<file path="src/rtl/uart_cmd_receiver.sv">
// UART receiver with 3-sample majority voting, optional parity and a small
// command decoder that turns recognised ASCII bytes into a 3-bit route code.
module uart_cmd_receiver #(
    parameter int CLK_FREQ   = 50000000,
    parameter int BAUD       = 9600,
    parameter int OVERSAMPLE = 16,
    parameter int DATA_BITS  = 8,
    parameter int PARITY     = 0
) (
    input  logic                 inclk,
    input  logic                 rst_n,
    input  logic                 Rx,
    output logic [DATA_BITS-1:0] rx_data,
    output logic                 rx_valid,
    output logic                 frame_err,
    output logic                 parity_err,
    output logic [2:0]           c_s,
    output logic                 cmd_strobe
);

    localparam int DIV_RAW = CLK_FREQ / (BAUD * OVERSAMPLE);
    localparam int DIV     = (DIV_RAW < 1) ? 1 : DIV_RAW;
    localparam int DIV_W   = (DIV > 1) ? $clog2(DIV) : 1;
    localparam int PH_W    = $clog2(OVERSAMPLE);

    localparam logic [DIV_W-1:0] DIV_LAST = DIV_W'(DIV - 1);
    localparam logic [PH_W-1:0]  PH_LAST  = PH_W'(OVERSAMPLE - 1);
    localparam logic [PH_W-1:0]  PH_S0    = PH_W'(OVERSAMPLE / 2 - 1);
    localparam logic [PH_W-1:0]  PH_MID   = PH_W'(OVERSAMPLE / 2);
    localparam logic [PH_W-1:0]  PH_S2    = PH_W'(OVERSAMPLE / 2 + 1);
    localparam logic [3:0]       BIT_LAST = 4'(DATA_BITS - 1);

    typedef enum logic [2:0] {IDLE, START, DATA, PAR, STOP, WAIT_IDLE} state_t;

    state_t                 state, state_nx;
    logic                   rx_m, rx_s, rx_prev;
    logic [1:0]             settle;
    logic                   fall;
    logic [DIV_W-1:0]       div_cnt;
    logic                   tick;
    logic [PH_W-1:0]        phase;
    logic                   ph_clr;
    logic                   s0, s1, armed;
    logic                   maj, decide;
    logic [3:0]             bit_cnt;
    logic [DATA_BITS-1:0]   shreg;
    logic                   par_ok;
    logic                   load_data, valid_nx, ferr_nx, perr_nx;
    logic [7:0]             byte_ext;
    logic [2:0]             cmd_code;
    logic                   cmd_hit;

    // Edges are only trusted once the synchroniser holds real line samples,
    // so a line that is low when reset releases is not mistaken for a start.
    always_ff @(posedge inclk or negedge rst_n) begin
        if (!rst_n) begin
            rx_m    <= 1'b1;
            rx_s    <= 1'b1;
            rx_prev <= 1'b1;
            settle  <= 2'd0;
        end else begin
            rx_m    <= Rx;
            rx_s    <= rx_m;
            rx_prev <= rx_s;
            if (settle != 2'd3)
                settle <= settle + 2'd1;
        end
    end

    assign fall = (settle == 2'd3) && rx_prev && !rx_s;
    assign tick = (div_cnt == DIV_LAST);

    always_ff @(posedge inclk or negedge rst_n) begin
        if (!rst_n)
            div_cnt <= '0;
        else if (tick)
            div_cnt <= '0;
        else
            div_cnt <= div_cnt + 1'b1;
    end

    // In WAIT_IDLE the phase counter doubles as the "line high" tick counter.
    always_ff @(posedge inclk or negedge rst_n) begin
        if (!rst_n)
            phase <= '0;
        else if (ph_clr)
            phase <= '0;
        else if (tick) begin
            if ((state == WAIT_IDLE) && !rx_s)
                phase <= '0;
            else if (phase == PH_LAST)
                phase <= '0;
            else
                phase <= phase + 1'b1;
        end
    end

    assign maj    = (s0 & s1) | (s0 & rx_s) | (s1 & rx_s);
    assign decide = tick && (phase == PH_S2) && armed;

    always_ff @(posedge inclk or negedge rst_n) begin
        if (!rst_n) begin
            s0      <= 1'b1;
            s1      <= 1'b1;
            armed   <= 1'b0;
            bit_cnt <= 4'd0;
            shreg   <= '0;
            par_ok  <= 1'b1;
        end else begin
            if (tick && (phase == PH_S0))
                s0 <= rx_s;
            if (tick && (phase == PH_MID))
                s1 <= rx_s;
            if ((state == IDLE) || (state == START))
                armed <= 1'b0;
            else if (tick && (phase == PH_S0))
                armed <= 1'b1;
            else if (decide)
                armed <= 1'b0;
            if (state != DATA)
                bit_cnt <= 4'd0;
            else if (decide)
                bit_cnt <= bit_cnt + 4'd1;
            if ((state == DATA) && decide)
                shreg <= {maj, shreg[DATA_BITS-1:1]};
            if (state == START)
                par_ok <= 1'b1;
            else if ((state == PAR) && decide)
                par_ok <= (PARITY == 1) ? (^{shreg, maj}) : ~(^{shreg, maj});
        end
    end

    always_ff @(posedge inclk or negedge rst_n) begin
        if (!rst_n)
            state <= IDLE;
        else
            state <= state_nx;
    end

    always_comb begin
        state_nx  = state;
        ph_clr    = 1'b0;
        load_data = 1'b0;
        valid_nx  = 1'b0;
        ferr_nx   = 1'b0;
        perr_nx   = 1'b0;
        case (state)
            IDLE: begin
                ph_clr = 1'b1;
                if (fall)
                    state_nx = START;
            end
            START: begin
                if (tick && (phase == PH_MID))
                    state_nx = rx_s ? IDLE : DATA;
            end
            DATA: begin
                if (decide && (bit_cnt == BIT_LAST))
                    state_nx = (PARITY != 0) ? PAR : STOP;
            end
            PAR: begin
                if (decide)
                    state_nx = STOP;
            end
            STOP: begin
                if (decide) begin
                    if (maj) begin
                        load_data = 1'b1;
                        valid_nx  = par_ok;
                        perr_nx   = !par_ok;
                        state_nx  = IDLE;
                    end else begin
                        ferr_nx  = 1'b1;
                        ph_clr   = 1'b1;
                        state_nx = WAIT_IDLE;
                    end
                end
            end
            WAIT_IDLE: begin
                if (tick && rx_s && (phase == PH_LAST))
                    state_nx = IDLE;
            end
            default: state_nx = IDLE;
        endcase
    end

    always_ff @(posedge inclk or negedge rst_n) begin
        if (!rst_n) begin
            rx_data    <= '0;
            rx_valid   <= 1'b0;
            frame_err  <= 1'b0;
            parity_err <= 1'b0;
        end else begin
            rx_valid   <= valid_nx;
            frame_err  <= ferr_nx;
            parity_err <= perr_nx;
            if (load_data)
                rx_data <= shreg;
        end
    end

    always_comb begin
        byte_ext = 8'(rx_data);
        cmd_hit  = 1'b1;
        cmd_code = 3'b000;
        case (byte_ext)
            8'h57:   cmd_code = 3'b011;
            8'h53:   cmd_code = 3'b100;
            8'h41:   cmd_code = 3'b101;
            8'h44:   cmd_code = 3'b110;
            8'h42:   cmd_code = 3'b111;
            8'h31:   cmd_code = 3'b001;
            8'h32:   cmd_code = 3'b010;
            default: cmd_hit  = 1'b0;
        endcase
    end

    // Command register follows rx_valid by one cycle; c_s holds otherwise.
    always_ff @(posedge inclk or negedge rst_n) begin
        if (!rst_n) begin
            c_s        <= 3'b000;
            cmd_strobe <= 1'b0;
        end else begin
            cmd_strobe <= rx_valid && cmd_hit;
            if (rx_valid && cmd_hit)
                c_s <= cmd_code;
        end
    end

endmodule

</file>
<file path="config.mk">
export PLATFORM = sky130hd
export DESIGN_NAME = uart_cmd_receiver
export DESIGN_NICKNAME = d
export VERILOG_FILES = /design/src/rtl/uart_cmd_receiver.sv
export SDC_FILE = /design/constraint.sdc
export NUM_CORES = 1
export LEC_CHECK = 0
export ABC_CLOCK_PERIOD_IN_PS = 4200
export CAP_MARGIN = 15
export CORE_MARGIN = 3
export CORE_UTILIZATION = 35
export CTS_CLUSTER_SIZE = 28
export DETAILED_ROUTE_END_ITERATION = 7
export PLACE_DENSITY = 0.48
export SYNTH_ARGS = -nofsm -noshare
export SYNTH_HDL_FRONTEND = slang
export SYNTH_SLANG_ARGS = --single-unit
</file>
<file path="constraint.sdc">
create_clock -name inclk -period 4.2 [get_ports inclk]
set_input_delay 1.26 -clock inclk [delete_from_list [all_inputs] [get_ports inclk]]
set_output_delay 1.26 -clock inclk [all_outputs]
set_load 0.01 [all_outputs]
</file>
Yosys cells after proc, flatten, opt, wreduce, memory -nomap -nowiden
Index checks and enable logic that the tools add are counted.

Add/subtract/negate cells: 4. Equal/unequal tests: 27. Mux-type cells: 36. Bitwise logic cells: 6. Reduce and logical (&&, ||, !) cells: 24.

Operators with widths (count): equality test 8 x 7 -> 1 bit (second input constant) (5); two-way mux 4 bit (6); two-way mux 3 bit (7); one-hot mux 3 bit (7 select lines) (1); two-way mux 1 bit (18); one-hot mux 3 bit (6 select lines) (1); equality test 8 x 6 -> 1 bit (second input constant) (2); logical AND 1 bit (13); equality test 4 bit (second input constant) (3); != test 2 bit (second input constant) (5); adder 9 x 1 -> 9 bit (second input constant) (1); equality test 9 bit (second input constant) (1); two-way mux 9 bit (1); parity 9 bit (1); adder 4 x 1 -> 4 bit (second input constant) (2); equality test 4 x 3 -> 1 bit (second input constant) (2); OR reduction 7 bit (1); equality test 3 x 2 -> 1 bit (second input constant) (2); equality test 3 bit (second input constant) (2); AND reduction 6 bit (1); nonzero test 2 bit (3); != test 2 x 1 -> 1 bit (second input constant) (2); bitwise AND 1 bit (3); equality test 3 x 1 -> 1 bit (second input constant) (1); 11 further kinds (13).

Bits in registers: 52. Input port bits: 3. Output and inout bits: 15. Logic and storage cells: 116.

Logic depth before layout (Yosys ltp)
Depth after elaboration: 7. Depth in mapped cells: 8. Mapped depth without buffers: 7.

Worst setup path after synthesis
OpenSTA, ideal clock, no wires.

Path type: register to register. Start: reg phase[1]. End: reg rx_data[0]. Setup time: 128 ps. Data arrival time: 1655 ps. Data required time: 4072 ps. Slack: 2418 ps. Cell stages (with the launch flop): 8. Buffers on the path: 1. Clock period less this slack: 1782 ps. Cell sequence: dfrtp_1 inv_1 ha_1 and4b_1 nand3_1 nor3b_1 buf_4 mux2_1.

Cells in the longest elaborated chain, start to end: 5.

Ends and longest elaborated chain: start: declaration (RTL line 41) `logic [PH_W-1:0] phase;`; start signal: assignment (RTL line 94) `phase <= phase + 1'b1;`; equality test 4 bit (RTL line 99) `assign decide = tick && (phase == PH_S2) && armed;`; logical AND 1 bit (2 in a row) (RTL line 99); two-way mux 1 bit (RTL line 166) `if (decide) begin`; two-way mux 1 bit (RTL line 147) `case (state)`; end signal: assignment (RTL line 198) `rx_data <= shreg;`; end: declaration (RTL line 13) `output logic [DATA_BITS-1:0] rx_data,`.

Every way passes these cells. A chain may end at the register's enable or synchronous reset.

Worst setup path in the final report
Start: reg rx_data[4]. End: out rx_data[4].

No word-level cell between the ends.

==> run_results.csv <==
group,metric,value,unit
setup_path,end_kind,"primary output",
global_route,grt_use_total,0.128,
pwr,ir_drop,0.153,mV
logic_synthesis,syn_avg_cell_area,11.3,um^2
timing,rsz0062_at_grt,"false",
routing,routedWlPerCell,14.0,um
pwr,p_leak,1.31,nW
cts,cts_resized,0,
final_layout,fin_nets,260,
routing,route.detailed.drc,0,
cts,cts_htree_levels,2,
setup_path,slowest_stage,"clkdlybuf4s50_1",
logic_synthesis,yosysSeqAreaShare,0.496,
floorplanning,die_w,92.8,um
floorplanning,core-area,7290,um^2
timing,finalMaxSlewViolations,0,
routing,drtPass1Iterations,4,
routing,vias_per_cell,4.89,
global_route,grt_pass1_vias,1799,
logic_synthesis,post-synth-top-area-cell,"dfrtp_1",
logic_synthesis,synth_top_area_share,0.437,
setup_path,worstPathRequired,2.94,ns
timing,tns,0,ns
logic_synthesis,yosysMostFrequentCell,"dfrtp_1",
global_route,grt-ovfl-total,0,
placed_design,portBuffers,17,
setup_path,start_kind,"register",
floorplanning,start_util,0.362,
cts,cts_sinks,52,
final_layout,antenna_cells,0,
worst_hold_path,holdPathStages,0,
setup_path,crit_type,"reg2out",
global_route,grt_max_degree,36,
worst_hold_path,hp-class,"reg2reg",
floorplanning,die_area,8610,um^2
logic_synthesis,ys_top_cells_by_area,"dfrtp_1, dfstp_2, mux2_4",
floorplanning,die_h,92.8,um
cts,clock_path_buffers,2,
timing,max_freq,360,MHz
global_route,antenna_found_initial,0,
cts,postCtsHoldBufs,0,
logic_synthesis,syn_area,2640,um^2
final_layout,drive_above_1_share,0.120,
routing,finalWirelength,4890,um
logic_synthesis,netlist_top_cells_count,"dfrtp_1, nor2_1, xnor2_1, nand2_1",
final_layout,area_growth,13.1,%
cts,cts-root-buf,"clkbuf_8",
timing,fin_crit_sh,0.662,
pwr,cellPowerDensity,271,nW/um^2
logic_synthesis,synth_ff_type,"dfrtp_1",
cts,clock_latency,0.30,ns
setup_path,path_cells,"clkdlybuf4s50_1",
timing,final.min_clock_period,2.78,ns
setup_path,cp_max_fo,13,
routing,vias,1711,
logic_synthesis,ys_ff_latch,52,
logic_synthesis,synth_edf_count,0,
setup_path,crit_cells,1,
logic_synthesis,ys_types,53,
run_status,status,"finished clean",
setup_path,crit_path_max_incr_delay,0.62,ns
placed_design,place_congestion,0.792,
timing,finClkSkew,0.00680,ns
setup_path,critPathTopFamily,"buffers and inverters",
setup_path,cp.arrival,1.52,ns
timing,slew-limit-headroom,0.477,
global_route,grt_pass1_wl,8870,um
floorplanning,boundaryPins,18,
logic_synthesis,synth_warnings,0,
setup_path,r2r_cells,6,
floorplanning,core.rowCount,31,
cts,cts_tree,"done",
logic_synthesis,syn_nets,243,
logic_synthesis,synthArstFlopShare,1.00,
routing,drt_iter0_drc,51,
setup_path,cp.buffers_inverters,1,
run,maxCapViolations,0,
timing,setup_viol,0,
timing,hold_viol_final,0,
placed_design,placed_area,2890,um^2
cts,clk_pin_slew,0.09,ns
logic_synthesis,syn_inst,233,
routing,antenna_left,0,
cts,cts_buffers,5,
final_layout,final_area,2980,um^2
placed_design,hpwl,3400,um
timing,worst_pin_slew,0.784,ns
cts,post_cts_buffers,0,
## registers in the layout, summed over array words and instances (netlist names), 2 cells and up
name and cells:
bit_cnt 4, c_s 3, div_cnt 9, rx_data 8, phase 4, state 3, shreg 8, settle 2
## report_power, final
part           switching, mW  leakage [nW]  internal [mW]
combinational         0.0101         0.594        0.00221
sequential           0.00134         0.675          0.503
clock                  0.158        0.0445          0.134
## final timing paths
check	start	endpoint	slack (ns)
worst min-delay path	rx_m	rx_s	0.36
worst min register to register	rx_m	rx_s	0.36
max in group asynchronous	rst_n	settle[1]	2.41
worst max register to register	div_cnt[0]	shreg[5]	2.11
min in group asynchronous	rst_n	div_cnt[2]	1.03
worst max-delay path	rx_data[4]	rx_data[4]	1.42
## final cells by class
class,instances,area [um^2]
Clock buffer,7,86.3
Clock inverter,1,7.51
Fill cell,736,4310
Inverter,7,26.3
Multi-Input combinational cell,165,1250
Sequential cell,52,1310
Tap cell,99,124
Timing Repair Buffer,19,180
## kinds of logic (layout without fill, tap and decap cells)
kind of cell / after synthesis / count (layout) / synth area share
muxes: 20 / 20 / 0.0982
and+or+nand+nor: 83 / 83 / 0.189
adders and majority gates: 8 / 8 / 0.0370
xor gates and xnor gates: 19 / 19 / 0.0683
AOI/OAI and AO/OA: 35 / 35 / 0.0812
DFF: 52 / 52 / 0.496
buffers and inverters: 16 / 34 / 0.0299
## metrics by stage
step / utilization / worst slack, ns / hold WS [ns] / power, mW / cells
3_3_place_gp: 0.396 / 1.78 / 0.346 / 0.528 / 342
5_1_grt: 0.409 / 1.33 / 0.369 / 0.852 / 350
2_1_floorplan: - / 2.42 / 0.345 / 0.514 / 233
6_report: 0.409 / 1.42 / 0.360 / 0.809 / 350
3_5_place_dp: 0.396 / 1.75 / 0.349 / 0.528 / 342
4_1_cts: 0.409 / 1.40 / 0.363 / 0.828 / 350
## cells in the final DEF, fill, tap and decap left out, drive strengths merged, types with 3 or more instances in the layout
cell type / count
buf: 3
nor2: 21
dfstp: 6
and3: 6
o21ai: 10
nor3: 6
nand2: 11
inv: 7
o211ai: 3
mux2: 20
xnor2: 14
clkdlybuf4s50: 16
clkbuf: 7
nand3: 8
dfrtp: 46
nand4: 3
xor2: 4
nor2b: 3
ha: 7
nand3b: 4
a21oi: 10
nor3b: 3
## routing by layer
layer / track usage / wire length [um] / part of all wire / vias to the layer above
met5: 0 / 0 / 0 / -
met4: 0.0366 / 52 / 0.011 / 0
met3: 0.0227 / 163 / 0.033 / 4
met2: 0.203 / 2210 / 0.45 / 26
met1: 0.179 / 2470 / 0.50 / 822
li1: - / - / - / 859
Note: power is estimated with default switching activity, not from simulation.
